<file path="config.mk">
export PLATFORM = sky130hd
export DESIGN_NAME = ifu_ibuf_ctl
export DESIGN_NICKNAME = d
export VERILOG_FILES = /design/src/rtl/ifu_ibuf_ctl.sv
export SDC_FILE = /design/constraint.sdc
export NUM_CORES = 1
export LEC_CHECK = 0
export ABC_AREA = 1
export CAP_MARGIN = 5
export CORE_MARGIN = 3
export CORE_UTILIZATION = 23
export CTS_CLUSTER_DIAMETER = 40
export CTS_CLUSTER_SIZE = 40
export DETAILED_ROUTE_END_ITERATION = 10
export GPL_TIMING_DRIVEN = 0
export SYNTH_ARGS = -nofsm -noshare
export SYNTH_HDL_FRONTEND = slang
export SYNTH_SLANG_ARGS = --single-unit
</file>
<file path="constraint.sdc">
create_clock -name clk -period 10.9 [get_ports clk]
set_input_delay 1.635 -clock clk [delete_from_list [all_inputs] [get_ports clk]]
set_output_delay 1.635 -clock clk [all_outputs]
set_load 0.1 [all_outputs]
</file>
<file path="src/rtl/ifu_ibuf_ctl.sv">
// rtl/ifu_ibuf_ctl.sv - 8-byte instruction fetch buffer with external length decode and registered issue
// Optional stall counter enabled by defining IFU_IBUF_PERF_EN.
module ifu_ibuf_ctl (
  input  logic        clk,
  input  logic        reset,
  input  logic        fill_vld,
  input  logic [31:0] fill_data,
  output logic        fill_rdy,
  output logic [7:0]  dec_opcode,
  output logic [4:0]  dec_valid,
  input  logic [5:0]  dec_len,
  output logic        instr_vld,
  output logic [2:0]  instr_len,
  output logic [39:0] instr_bytes,
  input  logic        instr_rdy,
  input  logic        flush,
  output logic [15:0] perf_stall_cnt
);

  typedef enum logic {ST_RUN, ST_FLUSH} state_t;

  state_t      state;
  logic [7:0]  mem [0:7];
  logic [2:0]  head;
  logic [2:0]  tail;
  logic [3:0]  occ;

  logic [2:0]  dec_k;
  logic        onehot;
  logic        decodable;
  logic        issue_en;
  logic        fill_en;
  logic [3:0]  occ_nxt;
  logic [39:0] issue_bytes;

  assign fill_rdy   = (state == ST_RUN) && (occ <= 4'd4);
  assign dec_opcode = (occ != 4'd0) ? mem[head] : 8'h00;
  assign dec_valid  = {occ > 4'd4, occ > 4'd3, occ > 4'd2, occ > 4'd1, occ > 4'd0};

  // Length decode: only a single set bit k (1..5) with k bytes present counts
  always_comb begin
    dec_k = 3'd0;
    for (int i = 1; i < 6; i++) begin
      if (dec_len[i]) dec_k = 3'(i);
    end
    onehot    = (dec_len != 6'd0) && ((dec_len & (dec_len - 6'd1)) == 6'd0);
    decodable = onehot && !dec_len[0] && ({1'b0, dec_k} <= occ);
  end

  // Flush squashes both the fill and the issue in the cycle it is seen
  assign issue_en = (state == ST_RUN) && !flush && decodable && (!instr_vld || instr_rdy);
  assign fill_en  = fill_vld && fill_rdy && !flush;

  // Gather head..head+k-1, zeroing bytes beyond the instruction length
  always_comb begin
    issue_bytes = '0;
    for (int j = 0; j < 5; j++) begin
      if (3'(j) < dec_k) issue_bytes[8*j +: 8] = mem[head + 3'(j)];
    end
  end

  // Occupancy after a possible fill and a possible issue in the same cycle
  always_comb begin
    occ_nxt = occ;
    if (fill_en)  occ_nxt = occ_nxt + 4'd4;
    if (issue_en) occ_nxt = occ_nxt - {1'b0, dec_k};
  end

  // Byte storage; contents are don't-care while unoccupied so no reset
  always_ff @(posedge clk) begin
    if (!reset && fill_en) begin
      for (int j = 0; j < 4; j++) begin
        mem[tail + 3'(j)] <= fill_data[8*j +: 8];
      end
    end
  end

  // Control FSM, pointers and registered instruction output
  always_ff @(posedge clk) begin
    if (reset) begin
      state       <= ST_RUN;
      head        <= 3'd0;
      tail        <= 3'd0;
      occ         <= 4'd0;
      instr_vld   <= 1'b0;
      instr_len   <= 3'd0;
      instr_bytes <= 40'd0;
    end else if (flush) begin
      state     <= ST_FLUSH;
      head      <= 3'd0;
      tail      <= 3'd0;
      occ       <= 4'd0;
      instr_vld <= 1'b0;
    end else begin
      state <= ST_RUN;
      if (fill_en) tail <= tail + 3'd4;
      if (issue_en) begin
        head        <= head + dec_k;
        instr_vld   <= 1'b1;
        instr_len   <= dec_k;
        instr_bytes <= issue_bytes;
      end else if (instr_rdy) begin
        instr_vld <= 1'b0;
      end
      occ <= occ_nxt;
    end
  end

`ifdef IFU_IBUF_PERF_EN
  logic [15:0] stall_cnt;

  // Count cycles where bytes are waiting but the head cannot be decoded
  always_ff @(posedge clk) begin
    if (reset) begin
      stall_cnt <= 16'd0;
    end else if ((state == ST_RUN) && (occ != 4'd0) && dec_len[0] && (stall_cnt != 16'hFFFF)) begin
      stall_cnt <= stall_cnt + 16'd1;
    end
  end

  assign perf_stall_cnt = stall_cnt;
`else
  assign perf_stall_cnt = 16'd0;
`endif

endmodule

</file>
==> flow_summary.yaml, run 1 <==
placed_design:
  place_congestion: 0.983
  dpl.cell_count: 1487
  place_area_sq_um: 8620
  place.port_buffers: 100
  dp_hpwl_microns: 21000
synthesis:
  ys_ff_latch: 120
  synth_edf_count: 64
  postSynthAreaPerCell_sq_um: 7.17
  synth_cell_types: 32
  syn_inst: 976
  synthSimpleGateAreaFrac_pct: 32.2
  yosys.area_share.adder_pct: 2.72
  synth-main-ff-cell: "edfxtp_1"
  synth_warnings: 0
  synthMuxAreaShare_pct: 0
  synth_seq_area_share_pct: 43.5
  synth_top_family_by_area: "simple AND/OR/NAND/NOR gates"
  synth_xor_area_share_pct: 0.626
  async_flop_share_pct: 0
  netlist_area_sq_um: 7000
  synth-compound-area-share_pct: 11.7
sta:
  rsz0062_at_grt: "false"
  report.final.slew_viol_count: 0
  hold_viol: 0
  finalCritPeriodShare_pct: 46.9
  fin_tns_setup_ns: 0
  setup_violations: 0
  slew_headroom_pct: 15.7
  fin_crit_ns: 5.12
  skew_ns: 0.00631
  fmax_mhz: 195
  worst_pin_slew_ns: 1.26
routing:
  final_antenna_net_count: 0
  drc: 0
  vias_per_cell: 4.70
  post_drt_wl_per_cell_microns: 18.0
  wirelength_microns: 27300
  firstDrtPassIters: 6
  vias: 7146
  drtIter0Drc: 722
critical_path:
  reg2reg_depth: 10
  cp.arrival_ns: 3.48
  start_kind: "flop"
  crit_chain: "clkbuf_1 > clkbuf_1 > nand2_1 > nand3_1 > nand3_1 > a21oi_1 > clkdlybuf4s50_1"
  critPathCapture: "dec_opcode[7]"
  worst-path-max-fanout: 10
  crit_family: "buffers and inverters"
  path_buf_inv: 3
  cp.required_ns: 9.27
  path_depth: 7
  end_kind: "primary output"
  reg2reg_from: "head[0]"
  r2r_end: "instr_bytes[30]"
  path_class: "reg2out"
  r2r_slack_ns: 7.24
  critPathMaxStageDelay_ns: 1.21
  cp_slowest_cell: "clkdlybuf4s50_1"
cells_and_area:
  layout.area.seq_sq_um: 3040
  mostFrequentLayoutCells: "nand2_1 (290), nand3_1 (130), clkdlybuf4s50_1 (100), nor2_1 (91), a21oi_1 (77)"
  nFillCells: 3234
  area_growth_pct: 31.7
  layout-drive-gt1-share_pct: 7.97
  multi_input_area_sq_um: 3380
  diodes: 0
  layout.nets: 1173
  mostFrequentLayoutCell: "nand2_1"
  finalNonFillerCells: 1519
  stdcell_area_sq_um: 9220
global_routing:
  grt_pass1_vias: 6926
  antenna_found_initial: 0
  grt_usage_pct: 16.7
  grt_max_degree: 17
  grt_pass1_wl_microns: 41700
  grt_overflow_total: 0
cts:
  clock_latency_ns: 0.42
  cts_hold_buffers: 0
  root_buffer: "clkbuf_16"
  cts_buffer_depth: 2
  ctsResizeCount: 0
  cts_setup_buffers: 0
  clk_pin_slew_worst_paths_ns: 0.06
  cts_tree: "built"
  clock-sinks: 120
  htreeDepth: 4
  cts_buffers: 17
run_status:
  status: "completed"
die:
  start_util_pct: 23.5
  placementRows: 63
  die-area_sq_um: 32600
  die_h_microns: 180
  core_area_sq_um: 29800
  die_w_microns: 180
  io_pins: 117
power:
  ir_drop_mv: 0.0848
  p_per_area_nw_per_um2: 130
  leakage_nw: 3.69
min_path:
  hold_path.class: "reg2reg"
job:
  cap_viol_max_count: 0
## kinds of logic after synthesis
group           Yosys count
simple gates            536
compound gates          158
buf+inv                 142
flops                   120
fa+ha+maj                14
xor+xnor                  5
other cells               1
## worst reg2reg max path, stage by stage, from the launching register on
cell and delay [ns]:
dfxtp_1 0.37, buf_2 0.23, clkinv_1 0.17, clkbuf_1 0.33, ha_1 0.32, xnor2_1 0.97, inv_1 0.57, nand3_1 0.19
a21oi_1 0.15, nand2_1 0.16, a21oi_1 0.07
## report_power, final
part | switching, mW | internal [mW]
Clock | 0.201 | 0.379
Sequential | 0.00447 | 0.482
Combinational | 0.0946 | 0.0378
Total | 0.300 | 0.898
## how the worst min path moves through the flow
| stage | start | endpoint | depth (start not counted) |
|---|---|---|---|
| after floorplan | tail[2] | tail[2] | 2 |
| after global placement | instr_bytes[32] | instr_bytes[32] | 2 |
| after detailed placement | instr_len[0] | instr_len[0] | 2 |
| after CTS | instr_len[0] | instr_len[0] | 2 |
| after global routing | instr_bytes[31] | instr_bytes[31] | 2 |
| final | instr_bytes[31] | instr_bytes[31] | 2 |
## cell usage after synthesis (2+ instances only)
cell type / number / area share, %
a21oi_1: 77 / 5.5
buf_2: 15 / 1.1
buf_4: 18 / 1.9
buf_6: 3 / 0.48
clkbuf_1: 30 / 1.6
clkinv_1: 2 / 0.11
dfxtp_1: 56 / 16
edfxtp_1: 64 / 27
fa_1: 2 / 0.57
ha_1: 12 / 2.1
inv_1: 72 / 3.9
nand2_1: 290 / 16
nand3_1: 130 / 9.3
nand4_1: 3 / 0.27
nor2_1: 91 / 4.9
nor2_2: 2 / 0.18
nor3_1: 2 / 0.14
o211ai_1: 8 / 0.86
o21ai_0: 70 / 5.0
or2_2: 14 / 1.3
xnor2_1: 2 / 0.25
xor2_1: 3 / 0.38
## metrics by stage
step	setup WS (ns)	power, mW	utilization (%)	hold WS, ns
final	5.78	1.20	30.9	0.463
after global routing	5.75	1.24	30.9	0.488
after CTS	5.86	1.21	30.9	0.465
after detailed placement	6.32	0.628	28.9	0.456
after global placement	3.98	0.626	28.7	0.454
after floorplan	6.13	0.584	-	0.460
## sequential cells by signal, indices dropped and copies added (netlist names), named ones only
signal and count:
mem 64, instr_bytes 40, occ 4, head 3, instr_len 3, instr_vld 1
state 1, tail 1
## layout make-up
class                   count  area share, %
plain buffers              67           3.91
clock buffers              21           4.78
clock inverters            11           1.67
inverters                  75           3.05
multi-input cells         729           36.7
flip-flops and latches    120           33.0
well taps                 390           5.29
repair buffers            106           11.6
## metal layers
layer  wire [microns]  vias up  part of all wire (%)  global-route usage, %
met5                0        -                     0                      0
met4             1070        0                   3.9                   7.09
met3             2110       45                   7.7                   3.03
met2            12300      344                    45                   27.0
met1            11800     3290                    43                   21.9
li1                 -     3467                     -                      -
Power figures use the tool's default switching activity.
==> inputs of run 2 (changes only) <==
==> constraint.sdc (replaced) <==
create_clock -name clk -period 4.1 [get_ports clk]
set_input_delay 0.615 -clock clk [delete_from_list [all_inputs] [get_ports clk]]
set_output_delay 0.615 -clock clk [all_outputs]
set_load 0.1 [all_outputs]
==> run 2 against run 1 <==
- combinational power rose to 2.7 times the previous value
- via count down 0.22%
- largest cell class unchanged
- clock power rose to 2.7 times the previous value
- largest power group unchanged
- sequential share of layout area about the same
- power rose to 2.7 times the previous value
- routed wire length about the same
==> flow_summary.yaml, run 2 (synthesized netlist as in run 1, its figures left out) <==
cells_and_area:
  largest_reg_flops: 64
  layout-drive-gt1-share_pct: 7.97
  finalNonFillerCells: 1519
  mostFrequentLayoutCell: "nand2_1"
  area_growth_pct: 31.8
  layout.nets: 1173
  diodes: 0
  regMostFlops: "mem"
  nFillCells: 3233
  top_regs: "mem: 64 flops, instr_bytes: 40 flops, occ: 4 flops"
  mostFrequentLayoutCells: "nand2_1 (290), nand3_1 (130), clkdlybuf4s50_1 (97), nor2_1 (91), a21oi_1 (77)"
cts:
  clock_latency_ns: 0.42
  cts_buffer_depth: 2
  clk_pin_slew_worst_paths_ns: 0.06
  cts_buffers: 17
  htreeDepth: 4
  cts_tree: "built"
  cts_hold_buffers: 0
  clock-sinks: 120
  root_buffer: "clkbuf_16"
sta:
  slew_headroom_pct: 17.6
  hold_viol: 0
  setup_slack_ns: 0.0937
  fin_tns_setup_ns: 0
  worst_pin_slew_ns: 1.23
  rsz0062_at_grt: "false"
  setup_violations: 0
  report.final.slew_viol_count: 0
  finalCritPeriodShare_pct: 97.7
  skew_ns: 0.00748
  fmax_mhz: 250
  fin_crit_ns: 4.01
die:
  core_area_sq_um: 29800
  die_w_microns: 180
  die_h_microns: 180
  placementRows: 63
  start_util_pct: 23.5
  die-area_sq_um: 32600
  io_pins: 117
global_routing:
  grt_pass1_vias: 6926
  grt_max_degree: 17
  grt_usage_pct: 16.7
  grt_overflow_total: 0
  grt_pass1_wl_microns: 41700
  antenna_found_initial: 0
run_status:
  status: "completed"
critical_path:
  reg2reg_from: "head[0]"
  end_kind: "primary output"
  cp.required_ns: 3.48
  cp_slowest_cell: "clkdlybuf4s50_1"
  crit_family: "buffers and inverters"
  start_kind: "flop"
  crit_chain: "clkbuf_1 > inv_1 > clkbuf_1 > nand2_1 > o211ai_1 > nand3_1 > nand2_1 > nor2_1 > clkdlybuf4s50_1"
  cp.arrival_ns: 3.39
  path_class: "reg2out"
  path_buf_inv: 4
  worst-path-max-fanout: 10
  critPathMaxStageDelay_ns: 1.20
routing:
  vias: 7130
  final_antenna_net_count: 0
  drc: 0
  vias_per_cell: 4.69
  wirelength_microns: 27300
  post_drt_wl_per_cell_microns: 17.9
  firstDrtPassIters: 5
  drtIter0Drc: 704
job:
  cap_viol_max_count: 0
placed_design:
  dp_hpwl_microns: 21000
  dpl.cell_count: 1487
  place_congestion: 0.983
  place.port_buffers: 100
  post-place-ws_ns: 0.538
min_path:
  hold_path.class: "reg2reg"
  min_from: "instr_bytes[31]"
power:
  ir_drop_mv: 0.226
  p_per_area_nw_per_um2: 345
  power.total_mw: 3.19
  leakage_nw: 3.74
## run 2: changes by cell type in the layout (fill, tap and decap cells not counted), sizes merged
| cell | change |
|---|---|
| clkdlybuf4s50 | -3 |
| dlymetal6s2s | +3 |
## run 2: what timing repair did
action                                  CTS  global route
resized for setup                         0             3
endpoints found under the setup margin    0             3
setup buffers                             0             0
## run 2: metal layers
layer	GRT usage (%)	share of wire, %
met5	0	0
met4	7.09	3.8
met3	3.03	7.8
met2	27.0	45
met1	21.9	43
## run 2: power by group
part,switching [mW],internal (mW),leakage (nW),total [mW]
registers,0.0119,1.28,1.03,1.29
logic,0.251,0.101,2.42,0.352
clock network,0.535,1.01,0.287,1.54
total,0.798,2.39,3.74,3.19
## run 2: layout make-up
class | count | area, sq um | area share, %
buffer | 67 | 360 | 3.91
clock buffer | 21 | 440 | 4.77
tap | 390 | 488 | 5.29
sequential | 120 | 3040 | 33.0
timing repair buffer | 106 | 1080 | 11.7
clock inverter | 11 | 154 | 1.67
inverter | 75 | 282 | 3.05
multi-input combinational | 729 | 3380 | 36.7
## run 2: final timing paths
kind	endpoint	slack [ns]	cells past startpoint
hold reg to reg	instr_bytes[31]	0.46	2
hold / removal	instr_bytes[31]	0.46	2
setup reg to reg	instr_bytes[30]	0.48	10
setup / recovery	dec_opcode[5]	0.09	9
## run 2: stage by stage
step           hold WS, ns  util, %  area (sq um)
3_5_place_dp         0.456     28.9          8620
6_report             0.463     31.0          9220
5_1_grt              0.488     31.0          9220
3_3_place_gp         0.454     28.7          8540
2_1_floorplan        0.460        -          7060
4_1_cts              0.465     30.9          9220
## run 2: worst min-delay path: stages, from the launching register on
cell and delay (ns):
dfxtp_1 0.31, nand2_1 0.06, a21oi_1 0.05
==> inputs of run 3 (changes only) <==
--- a/config.mk
+++ b/config.mk
@@ -9,10 +9,11 @@
 export CAP_MARGIN = 5
 export CORE_MARGIN = 3
 export CORE_UTILIZATION = 23
-export CTS_CLUSTER_DIAMETER = 40
+export CTS_CLUSTER_DIAMETER = 120
 export CTS_CLUSTER_SIZE = 40
 export DETAILED_ROUTE_END_ITERATION = 10
 export GPL_TIMING_DRIVEN = 0
+export HOLD_SLACK_MARGIN = 0.05
 export SYNTH_ARGS = -nofsm -noshare
 export SYNTH_HDL_FRONTEND = slang
 export SYNTH_SLANG_ARGS = --single-unit
==> results of run 3 <==
No change in the layout: final DEF, timing and power equal those of run 2.
